<file path="src/rtl/mult_pkg.sv">
// Shared types and helpers for the signed multiplier family.
package mult_pkg;

  localparam int DEF_WIDTH = 8;
  localparam int DEF_CW    = $clog2(DEF_WIDTH);
  localparam int MAXW      = 64;

  typedef enum logic [1:0] {
    IDLE = 2'd0,
    RUN  = 2'd1,
    SIGN = 2'd2
  } state_t;

  // Two's-complement negate at the widest supported width; callers size-cast the result.
  function automatic logic [MAXW-1:0] twos_neg(input logic [MAXW-1:0] x);
    return ~x + MAXW'(1);
  endfunction

endpackage

</file>
<file path="src/rtl/mult_step.sv">
// One shift-add partial-sum step of the sign-magnitude multiplier.
module mult_step
  import mult_pkg::*;
#(
  parameter int WIDTH = DEF_WIDTH
) (
  input  logic [2*WIDTH-1:0] partsum,
  input  logic [WIDTH-1:0]   magb,
  input  logic               mbit,
  output logic [2*WIDTH-1:0] nxt
);

  assign nxt = (partsum << 1) + (mbit ? {{WIDTH{1'b0}}, magb} : '0);

endmodule

</file>
<file path="src/rtl/mult_seq_ctrl.sv">
// Sequential signed multiplier: one partial-sum step per clock, MSB of |A| first.
//   state | meaning
//   IDLE  | waiting for start, result held
//   RUN   | WIDTH shift-add steps over magA bits
//   SIGN  | apply product sign, pulse done
module mult_seq_ctrl
  import mult_pkg::*;
#(
  parameter int WIDTH = DEF_WIDTH
) (
  input  logic               clk,
  input  logic               rst,
  input  logic               start,
  input  logic [WIDTH-1:0]   A,
  input  logic [WIDTH-1:0]   B,
  output logic               busy,
  output logic               done,
  output logic [2*WIDTH-1:0] out
);

  localparam int CW = $clog2(WIDTH);

  state_t             state, state_nxt;
  logic               sign;
  logic [WIDTH-1:0]   maga, magb;
  logic [2*WIDTH-1:0] partsum, partsum_nxt;
  logic [CW-1:0]      count;
  logic [WIDTH-1:0]   abs_a, abs_b;
  logic [2*WIDTH-1:0] signed_sum;

  assign abs_a      = A[WIDTH-1] ? WIDTH'(twos_neg(MAXW'(A))) : A;
  assign abs_b      = B[WIDTH-1] ? WIDTH'(twos_neg(MAXW'(B))) : B;
  assign signed_sum = sign ? (2*WIDTH)'(twos_neg(MAXW'(partsum))) : partsum;
  assign busy       = (state != IDLE);

  mult_step #(.WIDTH(WIDTH)) u_step (
    .partsum (partsum),
    .magb    (magb),
    .mbit    (maga[count]),
    .nxt     (partsum_nxt)
  );

  always_ff @(posedge clk) begin
    if (rst) state <= IDLE;
    else     state <= state_nxt;
  end

  always_comb begin
    state_nxt = state;
    case (state)
      IDLE:    if (start) state_nxt = RUN;
      RUN:     if (count == '0) state_nxt = SIGN;
      SIGN:    state_nxt = IDLE;
      default: state_nxt = IDLE;
    endcase
  end

  always_ff @(posedge clk) begin
    if (rst) begin
      sign    <= 1'b0;
      maga    <= '0;
      magb    <= '0;
      partsum <= '0;
      count   <= '0;
      done    <= 1'b0;
      out     <= '0;
    end else begin
      done <= 1'b0;
      case (state)
        IDLE: begin
          if (start) begin
            sign    <= A[WIDTH-1] ^ B[WIDTH-1];
            maga    <= abs_a;
            magb    <= abs_b;
            partsum <= '0;
            count   <= CW'(WIDTH-1);
          end
        end
        RUN: begin
          partsum <= partsum_nxt;
          if (count != '0) count <= count - 1'b1;
        end
        SIGN: begin
          out  <= signed_sum;
          done <= 1'b1;
        end
        default: ;
      endcase
    end
  end

endmodule

</file>
<file path="config.mk">
export PLATFORM = sky130hd
export DESIGN_NAME = mult_seq_ctrl
export DESIGN_NICKNAME = d
export VERILOG_FILES = /design/src/rtl/mult_pkg.sv /design/src/rtl/mult_step.sv /design/src/rtl/mult_seq_ctrl.sv
export SDC_FILE = /design/constraint.sdc
export NUM_CORES = 1
export LEC_CHECK = 0
export CORE_ASPECT_RATIO = 0.5
export CORE_UTILIZATION = 50
export CTS_BUF_LIST = sky130_fd_sc_hd__clkbuf_8
export DETAILED_ROUTE_END_ITERATION = 8
export GPL_ROUTABILITY_DRIVEN = 0
export GPL_TIMING_DRIVEN = 0
export PLACE_DENSITY = 0.72
export SYNTH_ARGS = -nofsm -noshare
export SYNTH_HDL_FRONTEND = slang
export SYNTH_SLANG_ARGS = --single-unit
</file>
<file path="constraint.sdc">
create_clock -name clk -period 4 [get_ports clk]
set_input_delay 0.8 -clock clk [delete_from_list [all_inputs] [get_ports clk]]
set_output_delay 0.8 -clock clk [all_outputs]
set_load 0.005 [all_outputs]
</file>
## Word-level counts from Yosys, hierarchy flattened

Index checks and enable logic that the tools add are counted.
Widths: inputs -> output; s select.

- Bitwise logic cells: 4
- Reduce and logical (&&, ||, !) cells: 9
- Eq/ne operators: 5
- Add/sub/neg operators: 5
- $lt $le $gt $ge: 1
- Multiplexer cells: 15

Operators by type and width:

| kind | count |
|---|---|
| $mux 16 | 2 |
| $pmux 16 s2 | 1 |
| $mux 8 | 3 |
| $add 16x1->16 const B | 1 |
| $add 16x8->16 | 1 |
| $add 8x1->8 const B | 2 |
| $not 16->16 | 1 |
| $not 8->8 | 2 |
| $mux 3 | 2 |
| $ne 2x2->1 const B | 3 |
| $pmux 3 s2 | 1 |
| $reduce_and 2->1 | 3 |
| $lt 3x4->1 const B | 1 |
| $mux 2 | 2 |
| $pmux 2 s2 | 1 |
| $reduce_bool 2->1 | 2 |
| $bmux 1 s3 | 1 |
| $logic_not 3->1 | 1 |
| $reduce_and 3->1 | 1 |
| $reduce_bool 3->1 | 1 |
| $sub 3x1->3 const B | 1 |
| $eq 2x1->1 const B | 1 |
| $eq 2x2->1 const B | 1 |
| $logic_not 2->1 | 1 |
| other kinds (2) | 3 |

- Register bits after elaboration: 55

## Longest topological paths before layout

- Depth after elaboration: 5
- Gate-level depth with buffers: 9
- Gate-level depth less buffers: 9

## Hierarchy

From an unflattened synthesis, not the netlist that was laid out.

- Cells, all modules: 346
- Area total of the unflattened synthesis: 3,034.2 um^2

Modules (own cells, without submodules):

| module | cells each | sequential area each (um^2) | times used | area an instance (um^2) |
|---|---|---|---|---|
| mult_seq_ctrl | 279 | 1,101.1 | 1 | 2,521.2 |
| mult_step | 67 | 0.0 | 1 | 513.0 |

## Worst setup path before layout

No wires, ideal clock.

- Kind: flip-flop to flip-flop
- Start point: reg count[0]
- End point: reg partsum[9]
- Clock period less this slack: 3.027 ns
- Setup slack: 0.973 ns
- Stages on the path, launching flop included: 10
- Buffers on the path: 0
- Data required time: 3.938 ns
- Arrival time: 2.965 ns
- Path through: dfxtp_1 mux4_2 mux2i_1 nor2b_1 ha_1 fa_1 a211oi_1 o21ai_0 a2111o_1 nand3_1

- Longest elaborated chain between the ends: 5

Ends and longest elaborated chain:

| element | line | RTL |
|---|---|---|
| start, declared | mult_seq_ctrl.sv:27 | `logic [CW-1:0] count;` |
| start signal, assigned | mult_seq_ctrl.sv:76 | `count <= CW'(WIDTH-1);` |
| start signal, assigned | mult_seq_ctrl.sv:81 | `if (count != '0) count <= count - 1'b1;` |
| $bmux 1 s3 | mult_seq_ctrl.sv:39 | `.mbit (maga[count]),` |
| $mux 1 (implied by the code) | mult_seq_ctrl.sv:39 |  |
| $mux 8 | mult_step.sv:13 | `assign nxt = (partsum << 1) + (mbit ? {{WIDTH{1'b0}}, magb} : '0);` |
| $add 16x8->16 | mult_step.sv:13 |  |
| $pmux 16 s2 | mult_seq_ctrl.sv:69 | `case (state)` |
| end signal, assigned | mult_seq_ctrl.sv:80 | `partsum <= partsum_nxt;` |
| end, declared | mult_seq_ctrl.sv:26 | `logic [2*WIDTH-1:0] partsum, partsum_nxt;` |

Every way passes these cells. The select of a mux whose other input is x is not followed.
A chain may end at the register's enable or synchronous reset.

## Final worst setup path

Same ends and word-level chain as after synthesis.

==> flow_summary.yaml <==
grt:
  grt_pass1_wl_mm: 12.3
  grt_pass1_vias: 2683
  grt_max_degree: 17
  antenna_found_initial: 0
  gr-total-overflow: 0
  grt_usage: 0.233
power:
  vdd_drop_max_uv: 150
  p_per_area_mw_per_mm2: 301
  power_leakage_nw: 1.40
sta:
  layout_min_cycle_time_ns: 3.50
  slew_violations: 0
  fmax_mhz: 286
  worst_pin_slew_ns: 0.670
  fin_setup_tns_ns: 0
  finalHoldViolCount: 0
  setup_slack_ns: 0.502
  slew_headroom: 0.549
  finalClockSkew_ns: 0.00570
  grt_setup_unrepaired: "no"
  setup_viol: 0
  fin_crit_sh: 0.875
yosys:
  syn-mean-instance-area_um2: 8.39
  syn_inst: 381
  synth_warnings: 0
  synth_common_cells: "dfxtp_1, nor2_1, a211oi_1"
  ys.flop_type: "dfxtp_1"
  syn-num-nets: 413
  async_reset_ff_frac: 0
  ys_types: 51
  synth_area_mm2: 0.00320
  synth_top_area_frac: 0.344
  ys_ff_latch: 55
  yosysTopAreaCell: "dfxtp_1"
  synthTopCellsByArea: "dfxtp_1, a211oi_1, xor2_1"
  ys_seq_area_frac: 0.344
  synth.most_common_cell: "dfxtp_1"
  synth-edff-count: 0
routing:
  drcViolationCount: 0
  wl_per_cell_um: 14.5
  first_pass_iters: 4
  detail-route-antenna-nets: 0
  wirelength_mm: 7.41
  vias: 2906
  viasPerCell: 5.69
  drt_iter0_markers: 150
placed_design:
  io_buffers: 34
  place_hpwl_mm: 5.68
  pre_cts_ws_ns: 0.523
  placed_cell_area_mm2: 0.00365
floorplanning:
  die-area_mm2: 0.00674
  initial_core_util: 0.522
  dieWidth_um: 115
  core.rowCount: 20
  core_area_mm2: 0.00613
  die_h_um: 58.6
  io_pins: 37
cts:
  numCtsBuffers: 5
  clk_path_buf_depth: 2
  post_cts_buffers: 0
  clock-root-buffer: "clkbuf_8"
  cts_tree: "built"
  hold_buffers: 0
  cts.sinks: 55
  clk_latency_ns: 0.31
  path_clk_slew_ns: 0.10
  post_cts_resize_count: 0
  htreeDepth: 2
critical_path:
  crit_buf_inv: 0
  reg2reg_to: "partsum[9]"
  cp_max_fo: 8
  critical_path.top_delay_family: "compound AO/OA/AOI/OAI gates"
  cpMaxStageDelayCell: "mux4_2"
  crit_chain: "mux4_2, mux2i_1, nor2b_1, ha_1, fa_1, a211oi_1, o21ai_0, a2111o_1, nand3_1"
  cp.depth: 9
  startpoint_type: "flip-flop"
  critPathRequiredTime_ns: 4.26
  critical_path.max_stage_delay_ns: 0.52
  rr_startpoint: "count[0]"
  rrSetupSlack_ns: 0.50
  r2r_cells: 9
  cp-end-kind: "flip-flop"
  path_class: "reg2reg"
  cp.arrival_ns: 3.76
hold_path:
  hold_end: "out[11]"
  hold_depth: 2
  min_path_type: "reg2reg"
  worstHoldStart: "out[11]"
cells_and_area:
  syn_to_final_growth_pct: 17.1
  diodes: 0
  layout.nets: 454
  drive_above_1_share: 0.0615
  final_cell_area_mm2: 0.00374
run_status:
  status: "finished, final reports clean"
job:
  maxCapViolCount: 0
[final cells by class]
| cell class | instances | area [um2] |
|---|---|---|
| plain buffers | 29 | 119 |
| flip-flops and latches | 55 | 1100 |
| fillers | 571 | 2390 |
| clock buffers | 6 | 82.6 |
| inverters | 12 | 45.0 |
| clock inverters | 2 | 12.5 |
| well taps | 88 | 110 |
| multi-input cells | 285 | 1930 |
| repair buffers | 34 | 340 |
[cell families (layout without fill, tap and decap cells)]
| kind of cell | count (synthesis) | count (layout) | share of synthesized area |
|---|---|---|---|
| flops | 55 | 55 | 0.344 |
| xor+xnor | 29 | 29 | 0.0794 |
| buf+inv | 41 | 83 | 0.0512 |
| simple gates | 133 | 133 | 0.212 |
| compound gates | 104 | 104 | 0.234 |
| mux | 6 | 6 | 0.0266 |
| fa+ha+maj | 13 | 13 | 0.0532 |
[worst register-to-register path, cell delays in order, from the launching register on]
cell      delay, ns
dfxtp_1        0.45
mux4_2         0.52
mux2i_1        0.47
nor2b_1        0.12
ha_1           0.25
fa_1           0.45
a211oi_1       0.37
o21ai_0        0.32
a2111o_1       0.44
nand3_1        0.07
[registers in the layout, summed over array words and instances, names as in the netlist]
signal / flops
count: 3
done: 1
maga: 8
magb: 8
out: 16
partsum: 16
sign: 1
state: 2
[how the worst max path moves through the flow]
stage	start	end	slack (ns)
2_1_floorplan	count[0]	partsum[9]	0.97
3_3_place_gp	count[0]	partsum[9]	0.58
3_5_place_dp	count[0]	partsum[9]	0.52
4_1_cts	count[0]	partsum[9]	0.49
5_1_grt	count[0]	partsum[9]	0.22
6_report	count[0]	partsum[9]	0.50
[layer usage]
layer | routed length, um | global-route usage | vias to the layer above
met4 | 75 | 0.0575 | 0
met5 | 0 | 0 | -
met2 | 3320 | 0.398 | 70
li1 | - | - | 1465
met3 | 316 | 0.0433 | 9
met1 | 3700 | 0.309 | 1362
[through the flow]
stage / std cells / utilization / hold WS, ns / power [mW]
after global placement: 503 / 0.595 / 0.435 / 0.807
after global routing: 511 / 0.611 / 0.469 / 1.18
after detailed placement: 503 / 0.595 / 0.440 / 0.817
after floorplan: 381 / - / 0.427 / 0.742
final: 511 / 0.611 / 0.450 / 1.13
after CTS: 511 / 0.611 / 0.454 / 1.13
[report_power, final]
| part | total (mW) | switching (mW) | internal [mW] |
|---|---|---|---|
| clock network | 0.320 | 0.180 | 0.140 |
| registers | 0.597 | 0.0210 | 0.576 |
| logic | 0.209 | 0.117 | 0.0924 |
[cell usage in the layout, fill, tap and decap left out, drive strengths merged, types with 4 or more instances in the layout]
cell and count:
nand3 17, xor2 21, dfxtp 55, mux2i 4, clkbuf 28, a211oi 30
nor2b 12, o21ai 17, clkdlybuf4s50 34, nor3 7, xnor2 8, o211ai 9
nor2 39, nand4 4, o31ai 6, inv 13, o41ai 6, a32oi 6
a21oi 18, nand2 27, ha 12, buf 7
Note: power is estimated with default switching activity, not from simulation.
